<file path="src/rtl/regfile_wb_arbiter_pkg.sv">
// Shared register-file constants and the write-back request record
// used by the write-port arbiter.
package regfile_pkg;

  localparam int DATA_LENGTH = 32;
  localparam int REGS_QTY    = 32;
  localparam int ADDR_LENGTH = $clog2(REGS_QTY);

  localparam logic [31:0] SP_RST_VAL = 32'h7fffeffc;
  localparam logic [31:0] GP_RST_VAL = 32'h10008000;

  typedef struct packed {
    logic                   valid;
    logic [ADDR_LENGTH-1:0] addr;
    logic [DATA_LENGTH-1:0] data;
  } wb_req_t;

  typedef enum logic {
    GRANT_REQ0 = 1'b0,
    GRANT_REQ1 = 1'b1
  } grant_e;

endpackage

</file>
<file path="src/rtl/regfile_wb_arbiter_if.sv">
// One write-back request channel: the requester (master) drives
// valid/addr/data and the arbiter (slave) answers with ready.
interface regfile_wb_arbiter_if
  import regfile_pkg::*;
#(
  parameter int ADDR_W = regfile_pkg::ADDR_LENGTH,
  parameter int DATA_W = regfile_pkg::DATA_LENGTH
);

  logic              valid;
  logic [ADDR_W-1:0] addr;
  logic [DATA_W-1:0] data;
  logic              ready;

  modport master (output valid, output addr, output data, input ready);
  modport slave  (input valid, input addr, input data, output ready);

endinterface

</file>
<file path="src/rtl/regfile_wb_arbiter_rr_arbiter_2.sv">
// Two-input write-back arbiter: round-robin or fixed priority (req0 wins),
// holding the most recent grant so ties alternate.
module rr_arbiter_2
  import regfile_pkg::*;
#(
  parameter int FIXED_PRIO = 0
) (
  input  logic clk,
  input  logic rst,
  input  logic stall,
  input  logic valid0,
  input  logic valid1,
  output logic ready0,
  output logic ready1,
  output logic last_grant
);

  grant_e last_grant_q;
  grant_e last_grant_d;
  grant_e grant;

  // Ties go to the requester that did not win last; last_grant only moves on a transfer.
  always_comb begin
    ready0 = 1'b0;
    ready1 = 1'b0;
    grant  = last_grant_q;
    if (!rst && !stall) begin
      if (valid0 && valid1) begin
        grant = ((FIXED_PRIO != 0) || (last_grant_q == GRANT_REQ1)) ? GRANT_REQ0 : GRANT_REQ1;
      end else if (valid0) begin
        grant = GRANT_REQ0;
      end else if (valid1) begin
        grant = GRANT_REQ1;
      end
      ready0 = valid0 && (grant == GRANT_REQ0);
      ready1 = valid1 && (grant == GRANT_REQ1);
    end
    last_grant_d = (ready0 || ready1) ? grant : last_grant_q;
  end

  always_ff @(posedge clk) begin
    if (rst) begin
      last_grant_q <= GRANT_REQ1;
    end else begin
      last_grant_q <= last_grant_d;
    end
  end

  assign last_grant = (last_grant_q == GRANT_REQ1);

endmodule

</file>
<file path="src/rtl/regfile_wb_arbiter.sv">
// Shares the register bank's single write port between two write-back
// requesters through a registered output stage with a decode bypass.
module regfile_wb_arbiter
  import regfile_pkg::*;
#(
  parameter  int DATA_LENGTH = regfile_pkg::DATA_LENGTH,
  parameter  int REGS_QTY    = regfile_pkg::REGS_QTY,
  parameter  int FIXED_PRIO  = 0,
  localparam int ADDR_LENGTH = $clog2(REGS_QTY)
) (
  input  logic                   clk,
  input  logic                   rst,
  input  logic                   stall,
  regfile_wb_arbiter_if.slave    req0,
  regfile_wb_arbiter_if.slave    req1,
  input  logic [ADDR_LENGTH-1:0] byp_addr,
  output logic                   byp_hit,
  output logic [DATA_LENGTH-1:0] byp_data,
  output logic [REGS_QTY-1:0]    wr_en,
  output logic [DATA_LENGTH-1:0] wr_d,
  output logic                   last_grant
);

  logic                   ready0;
  logic                   ready1;
  wb_req_t                sel;
  logic                   en_q;
  logic                   en_d;
  logic [ADDR_LENGTH-1:0] addr_q;
  logic [ADDR_LENGTH-1:0] addr_d;
  logic [DATA_LENGTH-1:0] data_q;
  logic [DATA_LENGTH-1:0] data_d;

  rr_arbiter_2 #(
    .FIXED_PRIO (FIXED_PRIO)
  ) u_arb (
    .clk        (clk),
    .rst        (rst),
    .stall      (stall),
    .valid0     (req0.valid),
    .valid1     (req1.valid),
    .ready0     (ready0),
    .ready1     (ready1),
    .last_grant (last_grant)
  );

  assign req0.ready = ready0;
  assign req1.ready = ready1;

  // x0 and out-of-range targets are accepted but never raise an enable.
  always_comb begin
    sel = '0;
    if (ready0) begin
      sel.valid = req0.valid;
      sel.addr  = req0.addr;
      sel.data  = req0.data;
    end else if (ready1) begin
      sel.valid = req1.valid;
      sel.addr  = req1.addr;
      sel.data  = req1.data;
    end
    en_d   = sel.valid && (sel.addr != '0) && (int'(sel.addr) < REGS_QTY);
    addr_d = sel.valid ? sel.addr : addr_q;
    data_d = sel.valid ? sel.data : data_q;
  end

  always_ff @(posedge clk) begin
    if (rst) begin
      en_q   <= 1'b0;
      addr_q <= '0;
      data_q <= '0;
    end else begin
      en_q   <= en_d;
      addr_q <= addr_d;
      data_q <= data_d;
    end
  end

  // Masking with rst keeps a write caught by reset from landing in the bank.
  always_comb begin
    wr_en = '0;
    if (en_q && !rst) begin
      wr_en[addr_q] = 1'b1;
    end
  end

  assign wr_d     = data_q;
  assign byp_hit  = (|wr_en) && (byp_addr == addr_q);
  assign byp_data = data_q;

endmodule

</file>
<file path="src/flat_wrapper.sv">
// flat-port wrapper written by rule: the top's interface ports become plain ports
module regfile_wb_arbiter_flat import regfile_pkg::*;
#(
  parameter  int DATA_LENGTH = regfile_pkg::DATA_LENGTH,
  parameter  int REGS_QTY    = regfile_pkg::REGS_QTY,
  parameter  int FIXED_PRIO  = 0,
  localparam int ADDR_LENGTH = $clog2(REGS_QTY)
)
  (clk, rst, stall, byp_addr, byp_hit, byp_data, wr_en, wr_d, last_grant, req0_valid, req0_addr, req0_data, req0_ready, req1_valid, req1_addr, req1_data, req1_ready);
  regfile_wb_arbiter_if req0_i ();
  regfile_wb_arbiter_if req1_i ();
  input  logic clk;
  input  logic rst;
  input  logic stall;
  input  logic [ADDR_LENGTH-1:0] byp_addr;
  output logic byp_hit;
  output logic [DATA_LENGTH-1:0] byp_data;
  output logic [REGS_QTY-1:0] wr_en;
  output logic [DATA_LENGTH-1:0] wr_d;
  output logic last_grant;
  input wire logic [$bits(req0_i.valid)-1:0] req0_valid;
  input wire logic [$bits(req0_i.addr)-1:0] req0_addr;
  input wire logic [$bits(req0_i.data)-1:0] req0_data;
  output wire logic [$bits(req0_i.ready)-1:0] req0_ready;
  input wire logic [$bits(req1_i.valid)-1:0] req1_valid;
  input wire logic [$bits(req1_i.addr)-1:0] req1_addr;
  input wire logic [$bits(req1_i.data)-1:0] req1_data;
  output wire logic [$bits(req1_i.ready)-1:0] req1_ready;
  assign req0_i.valid = req0_valid;
  assign req0_i.addr = req0_addr;
  assign req0_i.data = req0_data;
  assign req0_ready = req0_i.ready;
  assign req1_i.valid = req1_valid;
  assign req1_i.addr = req1_addr;
  assign req1_i.data = req1_data;
  assign req1_ready = req1_i.ready;
  regfile_wb_arbiter #(.DATA_LENGTH(DATA_LENGTH), .REGS_QTY(REGS_QTY), .FIXED_PRIO(FIXED_PRIO)) u_core (.clk(clk), .rst(rst), .stall(stall), .req0(req0_i), .req1(req1_i), .byp_addr(byp_addr), .byp_hit(byp_hit), .byp_data(byp_data), .wr_en(wr_en), .wr_d(wr_d), .last_grant(last_grant));
endmodule
</file>
<file path="config.mk">
export PLATFORM = sky130hd
export DESIGN_NAME = regfile_wb_arbiter_flat
export DESIGN_NICKNAME = d
export VERILOG_FILES = /design/src/rtl/regfile_wb_arbiter_pkg.sv /design/src/rtl/regfile_wb_arbiter_if.sv /design/src/rtl/regfile_wb_arbiter_rr_arbiter_2.sv /design/src/rtl/regfile_wb_arbiter.sv /design/src/flat_wrapper.sv
export SDC_FILE = /design/constraint.sdc
export NUM_CORES = 1
export LEC_CHECK = 0
export ABC_AREA = 1
export ABC_CLOCK_PERIOD_IN_PS = 2000
export CAP_MARGIN = 20
export CORE_MARGIN = 3
export CORE_UTILIZATION = 35
export CTS_BUF_LIST = sky130_fd_sc_hd__clkbuf_8
export CTS_CLUSTER_SIZE = 28
export DETAILED_ROUTE_END_ITERATION = 7
export HOLD_SLACK_MARGIN = 0.08
export PLACE_DENSITY = 0.84
export SLEW_MARGIN = 20
export SYNTH_ARGS = -nofsm -noshare
export SYNTH_HDL_FRONTEND = slang
export SYNTH_HIERARCHICAL = 1
export SYNTH_SLANG_ARGS = --single-unit
</file>
<file path="constraint.sdc">
create_clock -name clk -period 2 [get_ports clk]
set_clock_uncertainty 0.2 [all_clocks]
set_input_delay 0.4 -clock clk [delete_from_list [all_inputs] [get_ports clk]]
set_output_delay 0.4 -clock clk [all_outputs]
set_load 0.02 [all_outputs]
</file>
==> results.json, run 1 <==
{
  "cts_htree_levels": 2,
  "first_global_vias": 3053,
  "fin_area_mm2": 0.00439,
  "min_path_cells": 3,
  "detail_route.wl_per_cell_um": 13.0,
  "final.period_utilization": 1.00,
  "hp-class": "input pin to flip-flop",
  "seq_area_frac_synth": 0.317,
  "grt_antenna_before_repair": 0,
  "tritoncts": "done",
  "synthesized_netlist_cell_count": 408,
  "peakVddDrop_mv": 0.304,
  "power-per-cell-area_mw_per_mm2": 461,
  "number_of_cts_inserted_buffers": 5,
  "cts_hold_buffers": 0,
  "drive_above_1_share": 0.155,
  "overflow": 0,
  "critPathArrivalTime_ns": 1.41,
  "worstPathMaxFanout": 1,
  "grt_pass1_wl_um": 14200,
  "drt-total-wl_um": 8680,
  "vias": 3058,
  "initial_core_util": 0.375,
  "drt_first_pass_iters": 4,
  "max-slew-margin-rel": 0.816,
  "finalSetupViolCount": 1,
  "antenna_violating_nets_post_route": 0,
  "path_buf_inv": 2,
  "detail_route.vias_per_cell": 4.57,
  "gpl.final_weighted_congestion": 0.762,
  "hold_violations": 0,
  "violations_in_the_final_reports": "setup timing",
  "total_power_mw": 2.02,
  "mappedNetlistNets": 492,
  "clk_latency_ns": 0.28,
  "globalRouteMet1Util": 0.215,
  "max_slew.worst_pin.slew_ns": 0.274,
  "area_growth_syn_to_layout_pct": 78.4,
  "grt_usage": 0.208,
  "critical_path_depth": 5,
  "outcome": "finished with violations",
  "fp.coreArea_mm2": 0.00657,
  "chipHeight_um": 89.9,
  "final.hold.worst_slack_ns": 0.260,
  "post_route_core_utilization": 0.669,
  "critPathCaptureType": "output port",
  "chipWidth_um": 89.9,
  "grt_max_degree": 21,
  "yosys_warnings": 6,
  "timing.reg2reg.worst_path_depth": 9,
  "dp_hpwl_um": 6570,
  "crit_required_ns": 1.40,
  "clk_root_buffer_cell": "sky130_fd_sc_hd__clkbuf_8",
  "detailedRoute.firstIterationViolations": 60,
  "clkSlewWorstSetupHoldPaths_ns": 0.07,
  "synthesized_area_mm2": 0.00246,
  "top_level_ports": 184,
  "global_route.usage.met3": 0.0593,
  "grt_busiest_layer": "met2",
  "criticalPathCategory": "input pin to output port",
  "critical-path-top-delay-family": "buffers and inverters",
  "drv_slew": 0,
  "layout.nets": 659,
  "fill_cell_count": 558,
  "site_row_count": 29,
  "maxClockFrequency_ghz": 0.499,
  "worst_slack_ns": -0.00561,
  "max-cap-violations": 0,
  "start_kind": "input pin",
  "crit_slowest_cell": "sky130_fd_sc_hd__clkdlybuf4s50_1",
  "timing.critical_path.cells": "clkdlybuf4s50_1 > xnor2_1 > nand3_1 > nor3_2 > buf_4",
  "post-route-drc-count": 0,
  "clockBufferDepth": 2,
  "globalRouteMet2Util": 0.411,
  "finalNonFillerCells": 669,
  "critical_path.max_stage_delay_ns": 0.47,
  "period_needed_ns": 2.01,
  "insertedDiodeCount": 0,
  "netlist-cell-type-count": 27,
  "ys_ff_latch": 39,
  "syn_area_per_cell_um2": 6.03,
  "leakage_nw": 2.12,
  "dp_cells": 655,
  "dieArea_mm2": 0.00807,
  "grt_setup_unrepaired": "yes",
  "placed_cell_area_mm2": 0.00431,
  "port_buffer_count": 183,
  "clock_sinks": 39
}
-- worst reg2reg max path, delay by kind of cell, from the launching register on --
kind | cells | cell delay [ns]
buf+inv | 4 | 0.51
compound gates | 2 | 0.33
simple gates | 3 | 0.26
flops | 1 | 0.38
-- cells in the final DEF (no fill, tap or decap) --
master	instances
sky130_fd_sc_hd__clkbuf_2	1
sky130_fd_sc_hd__a21boi_4	1
sky130_fd_sc_hd__nor2_4	2
sky130_fd_sc_hd__inv_2	2
sky130_fd_sc_hd__dlygate4sd2_1	4
sky130_fd_sc_hd__dfxtp_1	39
sky130_fd_sc_hd__nor2_8	1
sky130_fd_sc_hd__a21boi_0	1
sky130_fd_sc_hd__and2_1	1
sky130_fd_sc_hd__clkbuf_8	6
sky130_fd_sc_hd__inv_4	1
sky130_fd_sc_hd__buf_2	32
sky130_fd_sc_hd__nor2_2	3
sky130_fd_sc_hd__nor3_2	1
sky130_fd_sc_hd__nand2_4	1
sky130_fd_sc_hd__clkdlybuf4s50_1	141
sky130_fd_sc_hd__inv_1	15
sky130_fd_sc_hd__nand2_2	3
sky130_fd_sc_hd__nand4_1	1
sky130_fd_sc_hd__a21oi_4	1
sky130_fd_sc_hd__clkinv_4	1
sky130_fd_sc_hd__o21ai_1	11
sky130_fd_sc_hd__nor2_1	104
sky130_fd_sc_hd__dlymetal6s2s_1	2
sky130_fd_sc_hd__a21oi_1	4
sky130_fd_sc_hd__nand3_1	15
sky130_fd_sc_hd__buf_6	2
sky130_fd_sc_hd__nand2_1	122
sky130_fd_sc_hd__clkinv_1	1
sky130_fd_sc_hd__buf_12	7
sky130_fd_sc_hd__o21ai_0	23
sky130_fd_sc_hd__xnor2_1	2
sky130_fd_sc_hd__nand3_2	1
sky130_fd_sc_hd__buf_4	21
sky130_fd_sc_hd__bufbuf_16	2
sky130_fd_sc_hd__xor2_1	1
-- where the power goes --
part | leakage, nW | total (mW) | internal, mW | switching, mW
registers | 0.318 | 0.852 | 0.817 | 0.0355
clock network | 0.0526 | 0.546 | 0.277 | 0.268
logic | 1.75 | 0.627 | 0.353 | 0.274
total | 2.12 | 2.02 | 1.45 | 0.578
-- Yosys cell counts (all sizes together) --
library cell | count | area (µm²)
nor2 | 110 | 432
inv | 17 | 63.8
nand2 | 126 | 480
nor3 | 1 | 5.00
and2 | 1 | 6.26
o21ai | 34 | 170
a21boi | 2 | 26.3
buf | 44 | 319
clkinv | 1 | 3.75
a21oi | 5 | 25.0
xnor2 | 2 | 17.5
nand4 | 1 | 6.26
nand3 | 16 | 85.1
dfxtp | 39 | 781
xor2 | 1 | 8.76
clkbuf | 8 | 31.3
-- area by class of cell --
cell class                      instances  area, µm²  share of cell area
Sequential cell                        39        781               0.178
Multi-Input combinational cell        299       1310               0.298
Inverter                               18       70.1              0.0160
Clock inverter                          2       12.5             0.00285
Tap cell                               93        116              0.0265
Timing Repair Buffer                  212       2020               0.461
Clock buffer                            6       82.6              0.0188
-- timing repair --
action | 4_1_cts | 5_1_grt
cloned | 2 | 0
gates resized for setup | 159 | 11
setup buffers | 4 | 1
endpoints found under the hold margin | 0 | 0
setup endpoints to repair | 73 | 72
pin swaps | 4 | 5
-- logic make-up (layout without fill, tap and decap cells) --
group                  after synthesis  after routing  share of synthesized area
AO/OA/AOI/OAI                       41             41                     0.0900
XOR/XNOR                             3              3                     0.0107
buffers and inverters               70            238                      0.170
flip-flops                          39             39                      0.317
AND/OR/NAND/NOR                    255            255                      0.412
-- metrics by stage --
step	setup WS [ns]	setup TNS [ns]
2_1_floorplan	0.0322	0
3_3_place_gp	-0.667	-44.24
3_5_place_dp	-0.712	-45.93
4_1_cts	-0.0255	-0.0255
5_1_grt	-0.0608	-0.243
6_report	-0.00561	-0.00561
-- sequential cells by signal, indices dropped and copies added (netlist names) --
name / flops
u_core/addr_q: 5
u_core/en_q: 1
u_core/byp_data: 32
u_core/u_arb/last_grant: 1
-- final timing paths --
path,end,start,slack [ns]
worst min-delay path,u_core/addr_q[2],rst,0.26
worst min register to register,u_core/u_arb/last_grant,u_core/u_arb/last_grant,0.32
worst max-delay path,byp_hit,byp_addr[4],-0.006
worst max register to register,u_core/byp_data[14],u_core/u_arb/last_grant,0.23
-- metal layers --
metal,share of wire,routed length (µm),vias to the layer above
met2,0.54,4700,124
met4,0.0094,82,0
met5,0,0,-
met1,0.38,3290,1369
met3,0.070,612,9
li1,-,-,1556
No activity file was read; power rests on OpenSTA's default activity.
==> run 2, diff against run 1 <==
TNS_END_PERCENT = 100   (was not set)
==> results of run 2 <==
Final layout, timing and power as in run 1 (identical DEF).
==> run 3, diff against run 2 <==
--- a/config.mk
+++ b/config.mk
@@ -13,3 +13,2 @@
 export CTS_BUF_LIST = sky130_fd_sc_hd__clkbuf_8
-export CTS_CLUSTER_SIZE = 28
 export DETAILED_ROUTE_END_ITERATION = 7
--- a/constraint.sdc
+++ b/constraint.sdc
@@ -4,2 +4,2 @@
 set_output_delay 0.4 -clock clk [all_outputs]
-set_load 0.02 [all_outputs]
+set_load 0.05 [all_outputs]
==> results.json, run 3 (same netlist as run 1, synthesis figures left out) <==
{
  "outcome": "finished with violations",
  "violations_in_the_final_reports": "setup timing",
  "total_power_mw": 2.31,
  "initial_core_util": 0.375,
  "post-route-drc-count": 0,
  "largest_reg_flops": 32,
  "power-per-cell-area_mw_per_mm2": 466,
  "crit_slowest_cell": "sky130_fd_sc_hd__dfxtp_1",
  "critical_path.max_stage_delay_ns": 0.41,
  "chipHeight_um": 89.9,
  "grt_setup_unrepaired": "yes",
  "dieArea_mm2": 0.00807,
  "fin_area_mm2": 0.00495,
  "final.period_utilization": 1.06,
  "clock_sinks": 39,
  "worst_slack_ns": -0.127,
  "tritoncts": "done",
  "finalSetupViolCount": 25,
  "maxClockFrequency_ghz": 0.470,
  "dp_hpwl_um": 7230,
  "drt-total-wl_um": 10300,
  "vias": 3259,
  "hold_violations": 0,
  "critPathArrivalTime_ns": 1.53,
  "layout.nets": 656,
  "antenna_violating_nets_post_route": 0,
  "first_global_vias": 2969,
  "cts_hold_buffers": 0,
  "grt_pass1_wl_um": 14800,
  "overflow": 0,
  "grt_max_degree": 26,
  "detail_route.vias_per_cell": 4.89,
  "hp-class": "input pin to flip-flop",
  "timing.critical_path.cells": "inv_1 > nand2_1 > nand4_1 > nor3_4 > buf_12",
  "clkSlewWorstSetupHoldPaths_ns": 0.08,
  "critPathCaptureType": "output port",
  "post_route_core_utilization": 0.754,
  "placed_cell_area_mm2": 0.00449,
  "max_slew.worst_pin.slew_ns": 0.262,
  "criticalPathCategory": "flip-flop to output port",
  "number_of_cts_inserted_buffers": 5,
  "critical-path-top-delay-family": "simple AND/OR/NAND/NOR gates",
  "clockBufferDepth": 2,
  "cts_htree_levels": 2,
  "drt_first_pass_iters": 4,
  "max-cap-violations": 0,
  "period_needed_ns": 2.13,
  "clk_latency_ns": 0.28,
  "most-common-layout-cells": "122 x sky130_fd_sc_hd__nand2_1, 80 x sky130_fd_sc_hd__buf_4, 75 x sky130_fd_sc_hd__clkdlybuf4s50_1",
  "start_kind": "flip-flop",
  "detail_route.wl_per_cell_um": 15.5,
  "worstPathMaxFanout": 4,
  "fill_cell_count": 452,
  "gpl.final_weighted_congestion": 0.826,
  "crit_required_ns": 1.40,
  "chipWidth_um": 89.9,
  "mostFrequentLayoutCell": "sky130_fd_sc_hd__nand2_1",
  "clk_root_buffer_cell": "sky130_fd_sc_hd__clkbuf_8",
  "drive_above_1_share": 0.351,
  "path_buf_inv": 2,
  "max-slew-margin-rel": 0.825,
  "drv_slew": 0,
  "site_row_count": 29,
  "leakage_nw": 2.30,
  "area_growth_syn_to_layout_pct": 101,
  "grt_usage": 0.220,
  "detailedRoute.firstIterationViolations": 147,
  "port_buffer_count": 183,
  "peakVddDrop_mv": 0.365,
  "fp.coreArea_mm2": 0.00657,
  "top_level_ports": 184,
  "grt_antenna_before_repair": 0
}
-- run 3: cell count changes in the layout (fill, tap and decap cells not counted), sizes merged, moves of 2 or more --
cell / change
bufbuf: -2
inv: -2
dlygate4sd2: +3
dlymetal6s2s: -2
clkdlybuf4s50: -66
buf: +65
-- run 3: worst paths after layout --
kind | end | startpoint | slack [ns] | cells past startpoint
max reg2reg | u_core/addr_q[2] | u_core/u_arb/last_grant | 0.25 | 8
max | byp_hit | u_core/addr_q[1] | -0.13 | 5
min | u_core/addr_q[2] | rst | 0.25 | 3
min reg2reg | u_core/u_arb/last_grant | u_core/u_arb/last_grant | 0.32 | 2
-- run 3: metrics by stage --
stage	hold WS (ns)	setup WS [ns]	TNS, ns	instances
after global placement	0.297	-0.436	-26.05	654
after detailed placement	0.315	-0.484	-29.89	654
after CTS	0.329	-0.0611	-0.527	665
after global routing	0.242	-0.185	-2.38	666
final	0.248	-0.127	-0.769	667
after floorplan	0.269	-0.133	-4.25	408
-- run 3: routing by layer --
| metal | part of all wire | up-vias | global-route usage |
|---|---|---|---|
| met5 | 0 | - | 0 |
| met4 | 0.019 | 0 | 0.0395 |
| met3 | 0.070 | 19 | 0.0426 |
| met2 | 0.54 | 160 | 0.431 |
| met1 | 0.38 | 1530 | 0.247 |
| li1 | - | 1550 | - |
-- run 3: layout make-up --
type                            count  area, µm²  share of cell area
Tap cell                           93        116              0.0235
Inverter                           18       71.3              0.0144
Clock buffer                        6       82.6              0.0167
Multi-Input combinational cell    299       1570               0.318
Antenna cell                        1       2.50            0.000505
Sequential cell                    39        793               0.160
Timing Repair Buffer              209       2280               0.460
Clock inverter                      2       35.0             0.00708
-- run 3: where the power goes --
part	internal [mW]	total [mW]	switching, mW
combinational	0.314	0.768	0.454
clock	0.404	0.680	0.276
sequential	0.816	0.859	0.0424
total	1.53	2.31	0.773
-- run 3: timing repair --
item,4_1_cts,5_1_grt
buffers inserted,3,1
gates resized for setup,51,54
pin swaps,6,3
setup endpoints to repair,73,45
-- run 3: worst reg2reg max path, delay by kind of cell (launching register included) --
kind                   cells  cell delay (ns)
buffers and inverters      3             0.43
and+or+nand+nor            2             0.16
DFF                        1             0.37
AOI/OAI and AO/OA          3             0.53
==> RTL edit, RTL diff (config.mk and constraints of run 3) <==
Reset style: asynchronous (`rst`), changed in 2 clocked blocks.
--- a/src/rtl/regfile_wb_arbiter_rr_arbiter_2.sv
+++ b/src/rtl/regfile_wb_arbiter_rr_arbiter_2.sv
@@ -40,3 +40,3 @@
 
-  always_ff @(posedge clk) begin
+  always_ff @(posedge clk or posedge rst) begin
     if (rst) begin
--- a/src/rtl/regfile_wb_arbiter.sv
+++ b/src/rtl/regfile_wb_arbiter.sv
@@ -66,3 +66,3 @@
 
-  always_ff @(posedge clk) begin
+  always_ff @(posedge clk or posedge rst) begin
     if (rst) begin
Check against the original RTL: differs if rst is asserted again (counterexample within 4 cycles, from zero or initial values and one cycle with rst high); with rst held inactive, the same outputs for 10 cycles.
==> RTL edit against run 3 <==
The run still ends with negative setup slack left. Wire length decreased by 8.5%. Total power increased by 30%. Largest cell class unchanged. Cell area decreased by 0.10%. Critical endpoint is now wr_en[3]. Count of clock-buffer cells in the layout decreased by 1. Sequential cell count unchanged. Critical path depth unchanged. Area after synthesis decreased by 3.3%. Worst setup slack improved by 0.060 ns.
==> RTL edit: results <==
group,metric,value,unit
outcome,outcome,"finished with violations",
outcome,violations,"negative setup slack",
timing,setup_viol,31,
placed_design,placedCellCount,530,
placed_design,area_post_placement,4270,um^2
timing,setup_ws,-0.0671,ns
setup_path,cp-startpoint,"u_core/addr_q[4]",
layout,fillerInstances,440,
placed_design,routabilityCongestion,0.774,
global_route,grt_use_met1,0.234,
setup_path,rr_startpoint,"u_core/u_arb/last_grant",
global_route,grt_start_max_net_pins,45,
timing,max_slew_margin,0.680,
drt,dr.pass1.iters,6,
drt,drt_iter0_markers,105,
drt,wl_met2,5240,um
drt,detailroute.via_count,2784,
layout,num-nets-final,562,
layout,layout_cells_excl_fill,556,
yosys,netlist_top_cells_area,"sky130_fd_sc_hd__dfrtp_1 (40%), sky130_fd_sc_hd__a22oi_1 (10%), sky130_fd_sc_hd__buf_4 (10%), sky130_fd_sc_hd__nand2_1 (9.1%), sky130_fd_sc_hd__nor2_1 (7.1%)",
yosys,seq_area_frac_synth,0.411,
global_route,grt_pass1_wl,12500,um
global_route,number_of_global_route_vias_before_repair,2581,
drt,drt-met1-wl,3330,um
setup_path,critical_path.max_fanout,7,
placed_design,dpl.hpwl,6340,um
setup_path,timing.critical_path.to,"wr_en[3]",
power,power.ir.vdd_worst,395,uV
power,total_switching_power,1.32,mW
global_route,globalRouteMet2Util,0.387,
yosys,ys_top_cells_by_count,"sky130_fd_sc_hd__nand2_1 (58), sky130_fd_sc_hd__nor2_1 (45), sky130_fd_sc_hd__dfrtp_1 (38)",
global_route,gr-usage-all-layers,0.204,
drt,route.detailed.wl_per_inst,17.0,um
yosys,post_synth_design_cell_area,2380,um^2
## RTL edit: cells by family (layout without fill, tap and decap cells)
kind of cell | after synthesis | count (layout) | share of synthesized area
AO/OA/AOI/OAI | 73 | 73 | 0.200
XOR/XNOR | 3 | 3 | 0.0110
buffers and inverters | 66 | 244 | 0.176
flip-flops | 39 | 39 | 0.411
AND/OR/NAND/NOR | 120 | 120 | 0.202
## RTL edit: worst max-delay path, cell delays in order, from the launching register on
cell                      delay, ns
sky130_fd_sc_hd__dfrtp_2       0.50
sky130_fd_sc_hd__inv_4         0.14
sky130_fd_sc_hd__nand3_2       0.11
sky130_fd_sc_hd__buf_6         0.16
sky130_fd_sc_hd__nor2_4        0.12
sky130_fd_sc_hd__buf_8         0.16
## RTL edit: repair_timing
item,CTS,global route
hold buffers,1,0
pin swaps,20,19
endpoints found under the hold margin,1,0
setup buffers,11,3
cloned,0,4
endpoints found under the setup margin,73,69
gates resized for setup,63,49
## RTL edit: power groups by stage
| stage | combinational (mW) | sequential (mW) | clock, mW |
|---|---|---|---|
| 2_1_floorplan | 0.680 | 1.26 | 0 |
| 3_5_place_dp | 1.37 | 1.00 | 0 |
| 5_1_grt | 1.58 | 1.01 | 0.551 |
| 6_report | 1.51 | 0.998 | 0.504 |
| 4_1_cts | 1.44 | 0.991 | 0.513 |
| 3_3_place_gp | 1.36 | 0.996 | 0 |
## RTL edit: layout make-up
cell class,count,area [um^2],area share
Multi-Input combinational cell,196,1430,0.289
Sequential cell,39,985,0.199
Inverter,15,77.6,0.0157
Clock inverter,3,12.5,0.00253
Clock buffer,5,68.8,0.0139
Timing Repair Buffer,221,2280,0.461
Tap cell,77,96.3,0.0195
